==> src/rtl/pc_redirect_unit_pkg.sv <==
// rtl/pc_redirect_unit_pkg.sv - shared types and defaults for the PC redirect unit
// Purpose: redirect priority encoding, FSM state constants and default parameters.
// Ports: none (package).
package pc_redirect_unit_pkg;

    // Numeric order is the arbitration order: a larger value wins.
    typedef enum logic [1:0] {
        NONE   = 2'd0,
        BRANCH = 2'd1,
        JUMP   = 2'd2,
        TRAP   = 2'd3
    } redir_prio_t;

    typedef logic [1:0] pc_state_t;

    localparam pc_state_t BOOT = 2'd0;
    localparam pc_state_t RUN  = 2'd1;
    localparam pc_state_t HOLD = 2'd2;

    localparam logic [31:0] DEFAULT_RESET_PC = 32'h0000_0000;
    localparam int          DEFAULT_PC_INC   = 4;

endpackage

==> src/rtl/pc_redirect_unit_if.sv <==
// rtl/pc_redirect_unit_if.sv - execute/fetch bundle for the PC redirect unit
// Purpose: groups redirect requests (from execute) and fetch-side PC outputs.
// Ports: fetch_ready, branch, zero, branch_target, jump, jump_target, trap,
//        trap_vector (into the unit); pc, pc_valid, flush, redirect_pending (out).
interface pc_redirect_unit_if #(
    parameter int XLEN = 32
);
    logic            fetch_ready;
    logic            branch;
    logic            zero;
    logic [XLEN-1:0] branch_target;
    logic            jump;
    logic [XLEN-1:0] jump_target;
    logic            trap;
    logic [XLEN-1:0] trap_vector;
    logic [XLEN-1:0] pc;
    logic            pc_valid;
    logic            flush;
    logic            redirect_pending;

    // Drives requests and consumes the PC (pipeline side).
    modport master (
        output fetch_ready, branch, zero, branch_target,
        output jump, jump_target, trap, trap_vector,
        input  pc, pc_valid, flush, redirect_pending
    );

    // The PC redirect unit itself.
    modport slave (
        input  fetch_ready, branch, zero, branch_target,
        input  jump, jump_target, trap, trap_vector,
        output pc, pc_valid, flush, redirect_pending
    );
endinterface

==> src/rtl/pc_redirect_unit_redirect_arbiter.sv <==
// rtl/pc_redirect_unit_redirect_arbiter.sv - fixed-priority redirect source select
// Purpose: combinational trap > jump > taken-branch selection.
// Ports: branch_i, zero_i, branch_target_i, jump_i, jump_target_i, trap_i,
//        trap_vector_i (in); valid_o, prio_o, target_o (out).
module redirect_arbiter
    import pc_redirect_unit_pkg::*;
#(
    parameter int XLEN = 32
) (
    input  logic            branch_i,
    input  logic            zero_i,
    input  logic [XLEN-1:0] branch_target_i,
    input  logic            jump_i,
    input  logic [XLEN-1:0] jump_target_i,
    input  logic            trap_i,
    input  logic [XLEN-1:0] trap_vector_i,
    output logic            valid_o,
    output redir_prio_t     prio_o,
    output logic [XLEN-1:0] target_o
);

    always_comb begin
        valid_o  = 1'b0;
        prio_o   = NONE;
        target_o = '0;
        if (trap_i) begin
            valid_o  = 1'b1;
            prio_o   = TRAP;
            target_o = trap_vector_i;
        end else if (jump_i) begin
            // JALR computes an arbitrary sum; the low bit is never a valid fetch address.
            valid_o  = 1'b1;
            prio_o   = JUMP;
            target_o = {jump_target_i[XLEN-1:1], 1'b0};
        end else if (branch_i && zero_i) begin
            // A branch only redirects when its condition resolved true.
            valid_o  = 1'b1;
            prio_o   = BRANCH;
            target_o = branch_target_i;
        end
    end

endmodule

==> src/rtl/pc_redirect_unit.sv <==
// rtl/pc_redirect_unit.sv - PC register with prioritised redirect and stall hold
// Purpose: owns the fetch PC; advances it sequentially, redirects on trap/jump/
//          taken branch, and parks a redirect while fetch is stalled.
// Ports: clk, rst_n (async active-low); bus (slave modport): redirect requests
//        in, pc/pc_valid/flush/redirect_pending out (all registered).
module pc_redirect_unit
    import pc_redirect_unit_pkg::*;
#(
    parameter int              XLEN     = 32,
    parameter logic [XLEN-1:0] RESET_PC = XLEN'(DEFAULT_RESET_PC),
    parameter int              PC_INC   = DEFAULT_PC_INC
) (
    input  logic               clk,
    input  logic               rst_n,
    pc_redirect_unit_if.slave  bus
);

    logic            req_valid;
    redir_prio_t     req_prio;
    logic [XLEN-1:0] req_target;

    redirect_arbiter #(
        .XLEN (XLEN)
    ) u_arbiter (
        .branch_i        (bus.branch),
        .zero_i          (bus.zero),
        .branch_target_i (bus.branch_target),
        .jump_i          (bus.jump),
        .jump_target_i   (bus.jump_target),
        .trap_i          (bus.trap),
        .trap_vector_i   (bus.trap_vector),
        .valid_o         (req_valid),
        .prio_o          (req_prio),
        .target_o        (req_target)
    );

    pc_state_t       state_q,       state_d;
    logic [XLEN-1:0] pc_q,          pc_d;
    logic            pc_valid_q,    pc_valid_d;
    logic            flush_q,       flush_d;
    logic            pending_q,     pending_d;
    logic [XLEN-1:0] pend_target_q, pend_target_d;
    redir_prio_t     pend_prio_q,   pend_prio_d;

    // Equal priority overwrites so the youngest resolution of the same kind wins.
    logic take_new;
    assign take_new = req_valid && (req_prio >= pend_prio_q);

    always_comb begin
        state_d       = state_q;
        pc_d          = pc_q;
        pc_valid_d    = pc_valid_q;
        flush_d       = 1'b0;
        pend_target_d = pend_target_q;
        pend_prio_d   = pend_prio_q;

        case (state_q)
            BOOT: begin
                // Redirects are ignored here: nothing has been fetched yet.
                pc_valid_d = 1'b1;
                state_d    = RUN;
            end
            RUN: begin
                if (bus.fetch_ready) begin
                    if (req_valid) begin
                        pc_d    = req_target;
                        flush_d = 1'b1;
                    end else begin
                        pc_d = pc_q + XLEN'(PC_INC);
                    end
                end else if (req_valid) begin
                    pend_target_d = req_target;
                    pend_prio_d   = req_prio;
                    flush_d       = 1'b1;
                    state_d       = HOLD;
                end
            end
            HOLD: begin
                if (bus.fetch_ready) begin
                    pc_d          = take_new ? req_target : pend_target_q;
                    flush_d       = take_new;
                    pend_target_d = '0;
                    pend_prio_d   = NONE;
                    state_d       = RUN;
                end else if (take_new) begin
                    pend_target_d = req_target;
                    pend_prio_d   = req_prio;
                    flush_d       = 1'b1;
                end
            end
            default: begin
                state_d    = BOOT;
                pc_valid_d = 1'b0;
            end
        endcase

        pending_d = (state_d == HOLD);
    end

    always_ff @(posedge clk or negedge rst_n) begin
        if (!rst_n) begin
            state_q       <= BOOT;
            pc_q          <= RESET_PC;
            pc_valid_q    <= 1'b0;
            flush_q       <= 1'b0;
            pending_q     <= 1'b0;
            pend_target_q <= '0;
            pend_prio_q   <= NONE;
        end else begin
            state_q       <= state_d;
            pc_q          <= pc_d;
            pc_valid_q    <= pc_valid_d;
            flush_q       <= flush_d;
            pending_q     <= pending_d;
            pend_target_q <= pend_target_d;
            pend_prio_q   <= pend_prio_d;
        end
    end

    assign bus.pc               = pc_q;
    assign bus.pc_valid         = pc_valid_q;
    assign bus.flush            = flush_q;
    assign bus.redirect_pending = pending_q;

endmodule

==> src/flat_wrapper.sv <==
// flat-port wrapper written by rule: the top's interface ports become plain ports
module pc_redirect_unit_flat import pc_redirect_unit_pkg::*;
#(
    parameter int              XLEN     = 32,
    parameter logic [XLEN-1:0] RESET_PC = XLEN'(DEFAULT_RESET_PC),
    parameter int              PC_INC   = DEFAULT_PC_INC
)
  (clk, rst_n, bus_fetch_ready, bus_branch, bus_zero, bus_branch_target, bus_jump, bus_jump_target, bus_trap, bus_trap_vector, bus_pc, bus_pc_valid, bus_flush, bus_redirect_pending);
  pc_redirect_unit_if #(.XLEN(XLEN)) bus_i ();
  input  logic clk;
  input  logic rst_n;
  input wire logic [$bits(bus_i.fetch_ready)-1:0] bus_fetch_ready;
  input wire logic [$bits(bus_i.branch)-1:0] bus_branch;
  input wire logic [$bits(bus_i.zero)-1:0] bus_zero;
  input wire logic [$bits(bus_i.branch_target)-1:0] bus_branch_target;
  input wire logic [$bits(bus_i.jump)-1:0] bus_jump;
  input wire logic [$bits(bus_i.jump_target)-1:0] bus_jump_target;
  input wire logic [$bits(bus_i.trap)-1:0] bus_trap;
  input wire logic [$bits(bus_i.trap_vector)-1:0] bus_trap_vector;
  output wire logic [$bits(bus_i.pc)-1:0] bus_pc;
  output wire logic [$bits(bus_i.pc_valid)-1:0] bus_pc_valid;
  output wire logic [$bits(bus_i.flush)-1:0] bus_flush;
  output wire logic [$bits(bus_i.redirect_pending)-1:0] bus_redirect_pending;
  assign bus_i.fetch_ready = bus_fetch_ready;
  assign bus_i.branch = bus_branch;
  assign bus_i.zero = bus_zero;
  assign bus_i.branch_target = bus_branch_target;
  assign bus_i.jump = bus_jump;
  assign bus_i.jump_target = bus_jump_target;
  assign bus_i.trap = bus_trap;
  assign bus_i.trap_vector = bus_trap_vector;
  assign bus_pc = bus_i.pc;
  assign bus_pc_valid = bus_i.pc_valid;
  assign bus_flush = bus_i.flush;
  assign bus_redirect_pending = bus_i.redirect_pending;
  pc_redirect_unit #(.XLEN(XLEN), .RESET_PC(RESET_PC), .PC_INC(PC_INC)) u_core (.clk(clk), .rst_n(rst_n), .bus(bus_i));
endmodule
==> config.mk <==
export PLATFORM = sky130hd
export DESIGN_NAME = pc_redirect_unit_flat
export DESIGN_NICKNAME = d
export VERILOG_FILES = /design/src/rtl/pc_redirect_unit_pkg.sv /design/src/rtl/pc_redirect_unit_if.sv /design/src/rtl/pc_redirect_unit_redirect_arbiter.sv /design/src/rtl/pc_redirect_unit.sv /design/src/flat_wrapper.sv
export SDC_FILE = /design/constraint.sdc
export NUM_CORES = 1
export LEC_CHECK = 0
export BUFFER_PORTS_ARGS = -buffer_cell sky130_fd_sc_hd__buf_2
export CAP_MARGIN = 20
export CORE_UTILIZATION = 31
export CTS_CLUSTER_DIAMETER = 120
export DETAILED_ROUTE_END_ITERATION = 16
export PLACE_DENSITY = 0.61
export SETUP_SLACK_MARGIN = 0.15
export SYNTH_ARGS = -nofsm -noshare
export SYNTH_HDL_FRONTEND = slang
export SYNTH_SLANG_ARGS = --single-unit
export TNS_END_PERCENT = 5
==> constraint.sdc <==
create_clock -name clk -period 2.2 [get_ports clk]
set_input_delay 0.22 -clock clk [delete_from_list [all_inputs] [get_ports clk]]
set_output_delay 0.22 -clock clk [all_outputs]
set_load 0.01 [all_outputs]
## Word level (Yosys, flattened, before mapping)

Index checks and enable logic that the tools add are counted.

- Register bits after elaboration: 71
- Bits in latches: 0
- Bits in writable memories: 0
- Bits in read-only memories: 0
- Bits of input ports: 103
- Output and inout bits: 35
- Logic and storage cells: 57
- Memories: 0

- $add $sub $neg: 1
- $mul: 0
- Divide/modulo/power cells: 0
- Order comparisons: 1
- Equal/unequal tests: 8
- Shift operators: 0
- Muxes and demuxes: 32
- Bitwise logic cells: 0
- Reduce and logical (&&, ||, !) cells: 8

Operator list:

| kind | number |
|---|---|
| $mux 32 | 10 |
| $pmux 32 s2 | 2 |
| $add 32x3->32 const B | 1 |
| $mux 2 | 9 |
| $mux 1 | 7 |
| $ne 2x2->1 const B | 3 |
| $pmux 2 s3 | 1 |
| $reduce_and 3->1 | 2 |
| $eq 2x2->1 const B | 2 |
| $pmux 1 s2 | 2 |
| $pmux 2 s2 | 1 |
| $reduce_and 4->1 | 1 |
| $ne 3x2->1 const B | 1 |
| $eq 2x1->1 const B | 1 |
| $ge 2x2->1 | 1 |
| $logic_and 1x1->1 | 2 |
| $logic_not 2->1 | 1 |
| $ne 2x1->1 const B | 1 |
| $reduce_bool 2->1 | 1 |
| $reduce_or 2->1 | 1 |

## Longest topological paths before layout

- Word-level depth: 9
- Gate-level depth with buffers: 10
- Mapped depth without buffers: 7

## By module

Synthesis repeated with hierarchy kept, for this count alone.

- Cells, all modules: 612
- Area, all modules: 5318.9 µm²

Modules (own cells, without submodules):

| module | times used | cells an instance | area an instance (µm²) |
|---|---|---|---|
| pc_redirect_unit | 1 | 533 | 4664.5 |
| redirect_arbiter | 1 | 79 | 654.4 |

## Worst setup path before layout

OpenSTA, ideal clock, no wires.

- Path type: input-to-reg
- From: in bus_jump
- To: reg u_core.pc_q[31], in the netlist u_core.bus.pc[31]
- Library setup time: 124 ps
- Arrival time: 2183 ps
- Data required time: 2076 ps
- Slack: -107 ps
- Cell stages on the path: 9
- Buffers on the path: 2
- Path through: buf_4 -> buf_2 -> or2_2 -> ha_1 -> nor2_1 -> nor3_2 -> and3_1 -> o21a_1 -> a211o_1

- Longest elaborated chain between the ends: 7

RTL lines:

| item | RTL line | text |
|---|---|---|
| from (decl) | flat_wrapper.sv:16 | `input wire logic [$bits(bus_i.jump)-1:0] bus_jump;` |
| $mux 2 | pc_redirect_unit_redirect_arbiter.sv:30 | `end else if (jump_i) begin` |
| $mux 2 | pc_redirect_unit_redirect_arbiter.sv:26 | `if (trap_i) begin` |
| $ge 2x2->1 | pc_redirect_unit.sv:47 | `assign take_new = req_valid && (req_prio >= pend_prio_q);` |
| $logic_and 1x1->1 | pc_redirect_unit.sv:47 |  |
| $mux 32 | - |  |
| $mux 32 | pc_redirect_unit.sv:79 | `if (bus.fetch_ready) begin` |
| $pmux 32 s2 * | pc_redirect_unit.sv:57 | `case (state_q)` |
| to (signal assigned) | pc_redirect_unit.sv:111 | `pc_q <= pc_d;` |
| to (decl) | pc_redirect_unit.sv:38 | `logic [XLEN-1:0] pc_q, pc_d;` |

Mark *: on every way between the ends. The rest lies on a longest branch, timed or not. The select of a mux whose other input is x is not followed.
A chain may end at the register's enable or synchronous reset.

## Worst setup path in the final report

- From: reg u_core.pc_q[2], in the netlist u_core.bus.pc[2]
- To: reg u_core.pc_q[9], in the netlist u_core.bus.pc[9]

- Longest elaborated chain between the ends: 4

RTL lines:

| item | RTL line | text |
|---|---|---|
| $add 32x3->32 | pc_redirect_unit.sv:69 | `pc_d = pc_q + XLEN'(PC_INC);` |
| $mux 32 | pc_redirect_unit.sv:65 | `if (req_valid) begin` |
| $mux 32 | pc_redirect_unit.sv:64 | `if (bus.fetch_ready) begin` |
| $pmux 32 s2 | pc_redirect_unit.sv:57 |  |

Every way passes these cells. The select of a mux whose other input is x is not followed.

==> run_results.csv <==
group,metric,value,unit
yosys,ys_warn_count,0,
sta,setup_viol,0,
detailed_routing,drc,0,
worst_setup_path,r2r_start,"u_core.bus.pc[2]",
detailed_routing,drtIter0Drc,612,
floorplanning,fp.dieArea,17400,um^2
global_route,antenna_found_initial,0,
detailed_routing,avgViaCountPerCell,5.68,
power,vdd_drop_max,0.605,mV
placed_design,dp_hpwl,12800,um
power,power_density,1290,nW/um^2
worst_setup_path,cp-end-kind,"flip-flop",
worst_setup_path,crit_type,"flip-flop to flip-flop",
layout,drive_gt1_frac,0.336,
layout,layout_commonest_cell,"buf_2",
placed_design,io_buffers,136,
layout,num-fill-cells,1641,
global_route,grt-ovfl-total,0,
layout,areaGrowthSynthToFinish,33.9,%
clock_network,cts_tree,"yes",
detailed_routing,first_pass_iters,6,
worst_setup_path,cpMostUsedCell,"buf_4",
sta,period_share,0.925,
worst_setup_path,start_kind,"flip-flop",
worst_setup_path,cp_top_family,"simple AND/OR/NAND/NOR gates",
yosys,ys_seq_elements,71,
detailed_routing,wl,18000,um
sta,fmax,0.491,GHz
power,p_leak,0.00305,uW
power,total_power,8990,uW
worst_setup_path,rrSetupSlack,0.16,ns
layout,n_antenna_cell,0,
sta,rsz0062_at_grt,"true",
worst_setup_path,crit_buf_inv,2,
yosys,synth_area_leaders,"dfrtp_1 34%, a22oi_1 8.8%, o21ai_0 5.5%",
yosys,syn-num-nets,711,
run,drv_cap,0,
global_route,grt_pass1_vias,5304,
worst_hold_path,hold_start,"bus_fetch_ready",
status,status,"completed",
clock_network,clkTransAtPathRegs,0.06,ns
layout,fin_nets,877,
floorplanning,initial_core_util,0.316,
worst_setup_path,slowest_delay,0.42,ns
floorplanning,fp.dieH,132,um
detailed_routing,vias,5645,
yosys,ys_types,75,
worst_setup_path,reg2reg_to,"u_core.bus.pc[9]",
sta,report.final.slew_viol_count,0,
worst_setup_path,required,2.42,ns
worst_hold_path,hold_end,"u_core.pend_target_q[16]",
global_route,grt_max_degree,72,
yosys,synth_edf_count,0,
clock_network,clock_latency,0.34,ns
clock_network,clkSinkCount,71,
detailed_routing,ant_nets,0,
floorplanning,chipWidth,132,um
yosys,netlist_area,5220,um^2
floorplanning,ios,138,
global_route,grt_first_pass_wirelength,28700,um
worst_setup_path,cp_cell_sequence,"buf_4 > nand4_1 > buf_4 > or2_2 > nor2_1 > o21ai_0 > a221o_1",
yosys,syn_inst,602,
layout,layout_common_cells,"136 x buf_2, 71 x dfrtp_1, 61 x a22oi_1",
yosys,yosysTopAreaCellShare,0.340,
clock_network,cts_buffers,9,
yosys,syn_avg_cell_area,8.67,um^2
placed_design,place_congestion,0.800,
worst_setup_path,worstPathArrival,2.26,ns
worst_setup_path,slowest_stage,"dfrtp_1",
yosys,synth_top_area_cell,"dfrtp_1",
sta,period_needed,2.04,ns
sta,clock_skew,0.00994,ns
floorplanning,row_count,47,
worst_hold_path,hp-class,"input port to flip-flop",
sta,hold_violations,0,
worst_setup_path,crit_cells,7,
sta,setup_tns,0,ns
detailed_routing,wl_per_cell,18.1,um
yosys,synth_seq_area_share,0.340,
yosys,synthArstFlopShare,1.00,
worst_setup_path,worst_r2r_path_depth,7,
yosys,ys.flop_type,"dfrtp_1",
floorplanning,core_area,16500,um^2
global_route,gr-usage-all-layers,0.206,
clock_network,clock-root-buffer,"clkbuf_16",
clock_network,cts_htree_levels,3,
worst_hold_path,holdPathStages,2,
sta,tightestPinTransition,0.584,ns
sta,hold_slack,0.252,ns
sta,relSlewSlack,0.609,
worst_setup_path,crit_fanout,5,
clock_network,cts_buffer_depth,2,
## cells by family after synthesis
family	Yosys count	synth area share
AO/OA/AOI/OAI	276	0.365
adder cells (fa/ha/maj)	6	0.0144
buffers and inverters	65	0.0604
flip-flops	71	0.340
multiplexers	14	0.0276
AND/OR/NAND/NOR	170	0.192
## worst register-to-register path, cell delays in order (launching register included)
cell,delay (ns)
dfrtp_1,0.42
buf_4,0.16
nand4_1,0.21
buf_4,0.22
or2_2,0.30
nor2_1,0.20
o21ai_0,0.11
a221o_1,0.30
## stage by stage
step                      instances   util  setup WS [ns]  cell area [um^2]
after floorplan                 602      -          0.174              5260
after global placement          965  0.391        -0.0282              6460
after detailed placement        966  0.393         0.0672              6490
after CTS                       983  0.412          0.113              6810
after global routing            993  0.423         0.0719              6990
final                           993  0.423          0.165              6990
## flip-flops by register name, summed over array words and instances, names as in the netlist
signal,cells
u_core.pend_prio_q,2
u_core.bus.flush,1
u_core.bus.pc_valid,1
u_core.state_q,2
u_core.bus.pc,32
u_core.pend_target_q,32
u_core.bus.redirect_pending,1
## worst max-delay path by stage
stage | end | start
2_1_floorplan | u_core.bus.pc[31] | bus_jump
3_3_place_gp | u_core.pend_target_q[26] | u_core.state_q[0]
3_5_place_dp | u_core.bus.pc[24] | bus_trap
4_1_cts | u_core.bus.pc[6] | u_core.state_q[0]
5_1_grt | u_core.pend_target_q[1] | u_core.state_q[0]
6_report | u_core.bus.pc[9] | u_core.bus.pc[2]
## report_power, final
| group | switching [uW] | internal [uW] |
|---|---|---|
| sequential | 638 | 1970 |
| clock | 620 | 913 |
| combinational | 2700 | 2160 |
| total | 3950 | 5040 |
## layer usage
| layer | up-vias | GRT usage | part of all wire |
|---|---|---|---|
| li1 | 2694 | - | - |
| met1 | 2678 | 0.310 | 0.48 |
| met2 | 255 | 0.309 | 0.45 |
| met3 | 18 | 0.0338 | 0.064 |
| met4 | 0 | 0.0413 | 0.0088 |
| met5 | - | 0 | 0 |
## cells in the mapped netlist (4+ instances only)
| library cell | count |
|---|---|
| a21boi_0 | 7 |
| a21o_1 | 4 |
| a21oi_1 | 38 |
| a221oi_1 | 9 |
| a22o_1 | 4 |
| a22oi_1 | 61 |
| a2bb2oi_1 | 13 |
| a31oi_1 | 12 |
| and2_1 | 6 |
| and3_1 | 7 |
| buf_2 | 24 |
| buf_4 | 7 |
| clkbuf_1 | 18 |
| dfrtp_1 | 71 |
| ha_1 | 6 |
| inv_1 | 11 |
| mux2i_1 | 11 |
| nand2_1 | 57 |
| nand3_1 | 12 |
| nand4_1 | 12 |
| nand4b_1 | 15 |
| nor2_1 | 23 |
| nor3_1 | 5 |
| nor4_1 | 5 |
| o21ai_0 | 57 |
| o21ai_1 | 23 |
| o311a_1 | 5 |
## final cells by class
| class | count | area (um^2) | area share |
|---|---|---|---|
| Timing Repair Buffer | 207 | 1380 | 0.198 |
| Sequential cell | 71 | 1780 | 0.254 |
| Inverter | 13 | 52.6 | 0.00752 |
| Clock inverter | 6 | 67.6 | 0.00966 |
| Clock buffer | 10 | 239 | 0.0342 |
| Multi-Input combinational cell | 466 | 3200 | 0.458 |
| Tap cell | 220 | 275 | 0.0394 |
## timing repair
item,CTS,global route
hold endpoints to repair,71,0
buffers inserted,0,9
gates resized for setup,1,25
setup endpoints to repair,13,57
pin swaps,0,6
cloned,0,1
hold buffers,1,0
Note: power is estimated with default switching activity, not from simulation.
